===== config.mk =====
export PLATFORM = sky130hd
export DESIGN_NAME = ifde_branch_ctrl
export DESIGN_NICKNAME = d
export VERILOG_FILES = /design/src/rtl/cpu_pkg.sv /design/src/rtl/bimodal_pht.sv /design/src/rtl/ifde_branch_ctrl.sv
export SDC_FILE = /design/constraint.sdc
export NUM_CORES = 1
export LEC_CHECK = 0
export CAP_MARGIN = 5
export CELL_PAD_IN_SITES_DETAIL_PLACEMENT = 0
export CELL_PAD_IN_SITES_GLOBAL_PLACEMENT = 1
export CORE_MARGIN = 8
export CORE_UTILIZATION = 40
export DETAILED_ROUTE_END_ITERATION = 10
export PLACE_DENSITY = 0.81
export SLEW_MARGIN = 30
export SYNTH_ARGS = -nofsm -noshare
export SYNTH_HDL_FRONTEND = slang
export SYNTH_SLANG_ARGS = --single-unit
export TNS_END_PERCENT = 50

===== constraint.sdc =====
create_clock -name clk -period 7.5 [get_ports clk]
set_clock_uncertainty 0.2 [all_clocks]
set_input_delay 1.125 -clock clk [delete_from_list [all_inputs] [get_ports clk]]
set_output_delay 1.125 -clock clk [all_outputs]
set_load 0.02 [all_outputs]

===== src/rtl/cpu_pkg.sv =====
// Shared definitions for the CPU pipeline: branch opcodes, branch-predictor
// FSM states and the branch-offset sign-extension helper.
package cpu_pkg;

    localparam int XLEN = 32;

    localparam logic [5:0] OP_BEQ = 6'b000100;
    localparam logic [5:0] OP_BNE = 6'b000101;

    typedef enum logic {
        IDLE    = 1'b0,
        PENDING = 1'b1
    } bp_state_t;

    function automatic logic [XLEN-1:0] sext17(input logic [16:0] imm);
        return {{(XLEN-17){imm[16]}}, imm};
    endfunction

endpackage


===== src/rtl/bimodal_pht.sv =====
// Bimodal pattern history table: an array of 2-bit saturating counters with
// one read port (prediction) and one update port (resolution).
module bimodal_pht
    import cpu_pkg::*;
#(
    parameter int IDX_W = 4
) (
    input  logic             clk,
    input  logic             rst_n,
    input  logic [IDX_W-1:0] rd_idx,
    output logic             rd_taken,
    input  logic             upd_en,
    input  logic [IDX_W-1:0] upd_idx,
    input  logic             upd_taken
);

    localparam int ENTRIES = 1 << IDX_W;

    logic [1:0] ctr_q [ENTRIES];
    logic [1:0] ctr_d [ENTRIES];

    // NOTE: every always_comb output gets its full default first, so no path leaves it unassigned and no latch is inferred.
    always_comb begin
        ctr_d = ctr_q;
        if (upd_en) begin
            if (upd_taken && (ctr_q[upd_idx] != 2'b11)) begin
                ctr_d[upd_idx] = ctr_q[upd_idx] + 2'd1;
            end else if (!upd_taken && (ctr_q[upd_idx] != 2'b00)) begin
                ctr_d[upd_idx] = ctr_q[upd_idx] - 2'd1;
            end
        end
    end

    // NOTE: the table is built from flops, not RAM, so it can take the async reset to weakly-not-taken.
    always_ff @(posedge clk or negedge rst_n) begin
        if (!rst_n) begin
            for (int i = 0; i < ENTRIES; i++) begin
                ctr_q[i] <= 2'b01;
            end
        end else begin
            ctr_q <= ctr_d;
        end
    end

    // Upper counter bit set means the counter is 2 or 3: predict taken.
    assign rd_taken = ctr_q[rd_idx][1];

endmodule


===== src/rtl/ifde_branch_ctrl.sv =====
// IF/DE pipeline register with decode-side bimodal branch prediction,
// single-outstanding-branch tracking and misprediction recovery.
module ifde_branch_ctrl
    import cpu_pkg::*;
#(
    parameter int N        = 32,
    parameter int PHT_BITS = 4
) (
    input  logic         clk,
    input  logic         rst_n,
    input  logic [N-1:0] if_instr,
    input  logic [N-1:0] if_pcinc4,
    input  logic         if_valid,
    input  logic         hz_stall,
    input  logic         ex_resolve,
    input  logic         ex_taken,
    output logic [N-1:0] id_instr,
    output logic [N-1:0] id_pcinc4,
    output logic         id_valid,
    output logic         BranchTaken,
    output logic [N-1:0] LastPC,
    output logic         Flush,
    output logic         stall_req
);

    bp_state_t           state_q, state_d;
    logic [N-1:0]        id_instr_q, id_instr_d;
    logic [N-1:0]        id_pcinc4_q, id_pcinc4_d;
    logic                id_valid_q, id_valid_d;
    logic                pend_pred_q, pend_pred_d;
    logic [PHT_BITS-1:0] pend_idx_q, pend_idx_d;
    logic [N-1:0]        pend_fall_q, pend_fall_d;
    logic [N-1:0]        pend_tgt_q, pend_tgt_d;
    logic                flush_q, flush_d;
    logic [N-1:0]        last_pc_q, last_pc_d;

    logic [5:0]          opcode;
    logic                is_branch;
    logic                dec_branch;
    logic [N-1:0]        bpc;
    logic [N-1:0]        target;
    logic [PHT_BITS-1:0] dec_idx;
    logic                pred_taken;
    logic                branch_taken;
    logic                stall;
    logic                issue;
    logic                resolve;
    logic                mispredict;

    assign opcode    = id_instr_q[31:26];
    assign is_branch = (opcode == OP_BEQ) || (opcode == OP_BNE);
    // A slot being squashed by a flush is wrong-path and must never issue.
    assign dec_branch = id_valid_q & is_branch & ~flush_q;

    assign bpc     = id_pcinc4_q - N'(4);
    assign target  = bpc + sext17(id_instr_q[16:0]);
    assign dec_idx = bpc[PHT_BITS+1:2];

    bimodal_pht #(
        .IDX_W(PHT_BITS)
    ) u_pht (
        .clk      (clk),
        .rst_n    (rst_n),
        .rd_idx   (dec_idx),
        .rd_taken (pred_taken),
        .upd_en   (resolve),
        .upd_idx  (pend_idx_q),
        .upd_taken(ex_taken)
    );

    assign issue        = dec_branch & (state_q == IDLE) & ~hz_stall;
    assign branch_taken = issue & pred_taken;
    assign stall        = dec_branch & (state_q == PENDING);
    assign resolve      = ex_resolve & (state_q == PENDING);
    assign mispredict   = resolve & (ex_taken != pend_pred_q);

    always_comb begin
        state_d     = state_q;
        pend_pred_d = pend_pred_q;
        pend_idx_d  = pend_idx_q;
        pend_fall_d = pend_fall_q;
        pend_tgt_d  = pend_tgt_q;
        flush_d     = mispredict;
        last_pc_d   = last_pc_q;
        id_instr_d  = id_instr_q;
        id_pcinc4_d = id_pcinc4_q;
        id_valid_d  = id_valid_q;

        case (state_q)
            IDLE: begin
                if (issue) begin
                    state_d     = PENDING;
                    pend_pred_d = pred_taken;
                    pend_idx_d  = dec_idx;
                    pend_fall_d = id_pcinc4_q;
                    pend_tgt_d  = target;
                end
            end
            PENDING: begin
                if (resolve) begin
                    state_d = IDLE;
                end
            end
            default: state_d = IDLE;
        endcase

        if (mispredict) begin
            last_pc_d = ex_taken ? pend_tgt_q : pend_fall_q;
        end

        // The slot after a redirect or flush is wrong-path: squash it, keep the fields.
        if (flush_q || branch_taken) begin
            id_valid_d = 1'b0;
        end else if (!(hz_stall || stall)) begin
            id_instr_d  = if_instr;
            id_pcinc4_d = if_pcinc4;
            id_valid_d  = if_valid;
        end
    end

    // NOTE: sequential state uses non-blocking assignments so every flop samples pre-edge values.
    always_ff @(posedge clk or negedge rst_n) begin
        if (!rst_n) begin
            state_q     <= IDLE;
            id_instr_q  <= '0;
            id_pcinc4_q <= '0;
            id_valid_q  <= 1'b0;
            pend_pred_q <= 1'b0;
            pend_idx_q  <= '0;
            pend_fall_q <= '0;
            pend_tgt_q  <= '0;
            flush_q     <= 1'b0;
            last_pc_q   <= '0;
        end else begin
            state_q     <= state_d;
            id_instr_q  <= id_instr_d;
            id_pcinc4_q <= id_pcinc4_d;
            id_valid_q  <= id_valid_d;
            pend_pred_q <= pend_pred_d;
            pend_idx_q  <= pend_idx_d;
            pend_fall_q <= pend_fall_d;
            pend_tgt_q  <= pend_tgt_d;
            flush_q     <= flush_d;
            last_pc_q   <= last_pc_d;
        end
    end

    assign id_instr    = id_instr_q;
    assign id_pcinc4   = id_pcinc4_q;
    assign id_valid    = id_valid_q;
    assign BranchTaken = branch_taken;
    assign LastPC      = last_pc_q;
    assign Flush       = flush_q;
    assign stall_req   = stall;

endmodule


; After elaboration in Yosys (flattened, before gate mapping)
; Cells that the tools add are included.
[totals]
inputBits = 70
wordCells = 83
out_inout_bits = 100
reg_bits = 200
[op_classes]
n_reduce_logical = 12
addsub = 4
n_bitwise = 15
mux = 18
n_eq_ne = 5
order_cmp = 3
[op_table]
columns = op, n
row1 = $mux 32, 3
row2 = $bwmux 32, 2
row3 = $add 32x32->32, 1
row4 = $sub 32x3->32 const B, 1
row5 = $bmux 2 s4, 2
row6 = $eq 6x3->1 const B, 2
row7 = $ge 5x5->1 const B, 2
row8 = $mux 2, 5
row9 = $not 4->5, 2
row10 = $and 1x1->1, 8
row11 = $demux 2 s4, 1
row12 = $reduce_and 2->1, 3
row13 = $lt 5x1->1 const B, 1
row14 = $not 1->1, 5
row15 = $mux 1, 4
row16 = $ne 2x2->1 const B, 2
row17 = $reduce_bool 2->1, 2
row18 = $logic_and 1x1->1, 3
row19 = $logic_or 1x1->1, 3
row20 = $add 2x1->2 const B, 1
row21 = $pmux 1 s2, 1
row22 = $sub 2x1->2 const B, 1
row23 = $logic_not 1->1, 1
row24 = $ne 1x1->1, 1

; Depth between registers and ports, before layout
[depth]
depth_word = 10
mapped_depth = 19
ltp_nobuf = 16

; Hierarchy
; Synthesis repeated with hierarchy kept, for this count alone.
[hier_totals]
hier_cells = 1009
area_unflattened_um2 = 10744.1
[modules_own_cells]
columns = module, seq_area_each_um2, area_per_inst_um2, n_inst, cells_per_inst
row1 = ifde_branch_ctrl, 4204.0, 8714.6, 1, 866
row2 = bimodal_pht, 820.8, 2029.4, 1, 143

; Worst setup path after synthesis
; OpenSTA, ideal clock, no wires.
[synth_timing]
path_kind = flip-flop to flip-flop
startpoint = register id_pcinc4_q[7] (netlist: id_pcinc4[7])
endpoint = register pend_tgt_q[29]
setup_slack_ns = 3.186
t_required_ns = 7.182
synth_period_minus_slack_ns = 4.314
path_stages_with_launch = 18
path_buffers = 2
setup_ns = 0.118
arrival_ns = 3.996
path_cell_list = dfrtp_1 nor4_1 nand2_1 or2_2 or4_1 clkbuf_1 nor3_1 nand2_1 xnor2_1 ha_1 clkbuf_1 a2111oi_0 nand2b_1 o21ai_0 a21o_1 or3_1 o2111ai_1 a21o_1
[synth_between]
elab_chain_len = 2
[synth_lines]
columns = item, line
row1 = start: declaration, ifde_branch_ctrl.sv:28  ; logic [N-1:0] id_pcinc4_q, id_pcinc4_d;
row2 = start signal: assignment, ifde_branch_ctrl.sv:137  ; id_pcinc4_q <= id_pcinc4_d;
row3 = $sub 32x3->32, ifde_branch_ctrl.sv:55  ; assign bpc = id_pcinc4_q - N'(4);
row4 = $add 32x32->32, ifde_branch_ctrl.sv:56  ; assign target = bpc + sext17(id_instr_q[16:0]);
row5 = end signal: assignment, ifde_branch_ctrl.sv:142  ; pend_tgt_q <= pend_tgt_d;
row6 = end: declaration, ifde_branch_ctrl.sv:33  ; logic [N-1:0] pend_tgt_q, pend_tgt_d;
; No other way between the ends.
; A chain may end at the register's enable or synchronous reset.

; Worst setup path after layout
[layout_timing]
startpoint = register id_pcinc4_q[5] (netlist: id_pcinc4[5])
endpoint = register pend_tgt_q[29]
; Same word-level chain as after synthesis.

==> impl_metrics.tcl <==
set metrics [dict create \
    wire_per_inst_um 17.87 \
    ys_seq_area_frac 0.4746 \
    cp.required_ns 7.62 \
    syn_area_mm2 0.01059 \
    io_pins 170 \
    placed_area_mm2 0.01250 \
    die-area_mm2 0.03193 \
    placementRows 59 \
    drtIter0Drc 376 \
    die_y_um 178.7 \
    ys_top_cells_by_area "dfrtp_1 43%, mux2_2 7.6%, nand2_1 6.2%, ha_1 4.4%, dfstp_2 4.0%" \
    path_max_fanout 9 \
    placed_cells 1493 \
    cts_resized 0 \
    postCtsSetupBuffers 0 \
    grtUsageTotal 0.1743 \
    grt_pass1_wl_mm 44.45 \
    startpoint "id_pcinc4[5]" \
    drtAntennaViolNets 0 \
    min_to "pend_fall_q[0]" \
    rsz0062_at_grt "false" \
    clkSinkCount 200 \
    worst_hold_slack_ns 0.2735 \
    grt_antenna_before_repair 0 \
    synthMostInstantiatedCell "dfrtp_1" \
    hold_class "reg2reg" \
    synth.distinct_cells 55 \
    cts_tree "built" \
    r2r_start "id_pcinc4[5]" \
    dp_hpwl_mm 19.86 \
    worst_pin_slew_ns 0.8661 \
    hold_buffers 0 \
    yosys_register_bits 200 \
    setup_viol 0 \
    cts_buffers 17 \
    r2r_slack_ns 2.75 \
    hold_path_depth 2 \
    insertion_delay_ns 0.44 \
    final_nets 1286 \
    yosysTopAreaCell "dfrtp_1" \
    hold_violations 0 \
    slowest_stage "or4_1" \
    p_leak_nw 5.767 \
    vias 8061 \
    cpPeakStageDelay_ns 0.56 \
    period_share 0.6336 \
    ys.flop_type "dfrtp_1" \
    async_flop_share 1.000 \
    crit_path_start_kind "register" \
    crit_arrival_ns 4.87 \
    hp-start "pend_fall_q[0]" \
    synth_nets 1146 \
    status "completed" \
    dr.pass1.iters 4 \
    drv_cap 0 \
    finalNonFillerCells 1526 \
    drc_errors 0 \
    worstSetupPathType "reg2reg" \
    viasPerCell 5.282 \
    fin_area_mm2 0.01307 \
    synth.avg_cell_area_um2 10.20 \
    slew_headroom 0.4226 \
    wl_mm 27.26 \
    clock_path_buffers 2 \
    fin_crit_ns 4.752 \
    synth_cells 1038 \
    syn2layout_area_growth_pct 23.48 \
    drive_gt1_frac 0.1293 \
    worstSetupEndpointType "register" \
    path_clk_slew_ns 0.08 \
    rr_worst_depth 15 \
    gp_congestion 0.8622 \
    die_x_um 178.7 \
    tns_ns 0 \
    max_freq_ghz 0.2104 \
    crit_chain "nor4_1 > nand2_1 > or2_2 > or4_1 > nor3_1 > nand2_1 > xnor2_1 > ha_1 > a2111oi_0 > nand2b_1 > o21ai_0 > a21o_1 > or3_1 > o2111ai_1 > a21o_1" \
    io_buffer_count 169 \
    antenna_cells 0 \
    start_util 0.4063 \
    p_per_area_mw_per_mm2 259.1 \
    yosys_warnings 0 \
    overflow 0 \
    reg2reg_to "pend_tgt_q[29]" \
    fillers 2383 \
    ys_top_cells_by_count "184 x dfrtp_1, 174 x nand2_1, 77 x a21oi_1" \
    core-area_mm2 0.02606 \
    synth_edf_count 0 \
    grt_pass1_vias 8314 \
    final-max-slew-violation-count 0 \
    htreeDepth 4 \
    synth_top_area_share 0.4349 \
    grt_max_degree 76 \
    root_buffer "clkbuf_16" \
    peakVddDrop_v 0.0001407 \
]
-- kinds of logic (layout without fill, tap and decap cells) --
logic type | after synthesis | after routing | share of synthesized area
simple gates | 348 | 348 | 0.1473
buf+inv | 75 | 228 | 0.03167
xor+xnor | 49 | 49 | 0.04054
flops | 200 | 200 | 0.4746
compound gates | 196 | 196 | 0.1093
fa+ha+maj | 38 | 38 | 0.04562
mux | 132 | 132 | 0.1509
-- stage by stage --
| stage | utilization | setup WS [ns] | power, mW |
|---|---|---|---|
| detailed placement | 0.4796 | 2.744 | 2.524 |
| finish | 0.5017 | 2.748 | 3.387 |
| CTS | 0.5012 | 2.741 | 3.430 |
| floorplan | - | 3.186 | 2.092 |
| global placement | 0.4792 | 2.837 | 2.502 |
| global route | 0.5017 | 2.163 | 3.592 |
-- cells in the final DEF, fill, tap and decap left out, types with 10 or more instances in the layout --
cell,Yosys,layout
nand4_1,14,14
mux4_2,14,14
clkdlybuf4s50_1,0,167
dfstp_2,16,16
mux2_1,10,10
dfrtp_1,184,184
nand3_1,13,13
xnor2_1,27,26
o21ai_0,57,57
ha_1,37,37
mux2_2,71,71
inv_1,19,19
clkbuf_16,0,17
a21o_1,21,21
a21oi_1,77,77
nand2_1,174,174
nor3_1,15,14
xor2_1,22,22
nor2_1,76,76
mux2i_1,37,37
-- where the power goes --
part	switching [mW]	total, mW	leakage (nW)	internal (mW)
clock network	0.456	0.897	0.271	0.441
registers	0.175	1.45	2.45	1.28
logic	0.555	1.04	3.05	0.484
-- worst max-delay path by stage --
stage / slack (ns) / to / cells after the start
2_1_floorplan: 3.19 / pend_tgt_q[29] / 17
3_3_place_gp: 2.84 / BranchTaken / 6
3_5_place_dp: 2.74 / id_instr[13] / 8
4_1_cts: 2.74 / pend_tgt_q[31] / 14
5_1_grt: 2.16 / pend_tgt_q[29] / 15
6_report: 2.75 / pend_tgt_q[29] / 15
-- layout make-up --
cell class              count  area [um^2]  area share
well taps                 335        419.2     0.03206
repair buffers            176         1745      0.1335
clock inverters            15        137.6     0.01053
flip-flops and latches    200         5025      0.3844
multi-input cells         763         5245      0.4012
clock buffers              17        425.4     0.03254
inverters                  20        75.07    0.005743
-- metal layers --
| metal | GRT usage | share of wire | vias up | wire length [um] |
|---|---|---|---|---|
| li1 | - | - | 3946 | - |
| met1 | 0.2250 | 0.45 | 3928 | 12190 |
| met2 | 0.2876 | 0.48 | 168 | 12980 |
| met3 | 0.04570 | 0.065 | 19 | 1764 |
| met4 | 0.04271 | 0.012 | 0 | 329 |
| met5 | 0 | 0 | - | 0 |
-- critical path: cells and delay by family (launching register included) --
family	cells	cell delay, ns
AOI/OAI and AO/OA	5	1.04
xor gates and xnor gates	1	0.16
adders and majority gates	1	0.39
DFF	1	0.46
and+or+nand+nor	8	2.37
-- state kept, by name (all words and copies together), names as in the netlist, named ones only --
register and count:
id_instr 32, id_pcinc4 32, id_valid 1, pend_idx_q 4, u_pht.ctr_q 16, pend_fall_q 32
Flush 1, pend_pred_q 1, pend_tgt_q 32, state_q 1, LastPC 32
(Power assumes the default switching activity.)
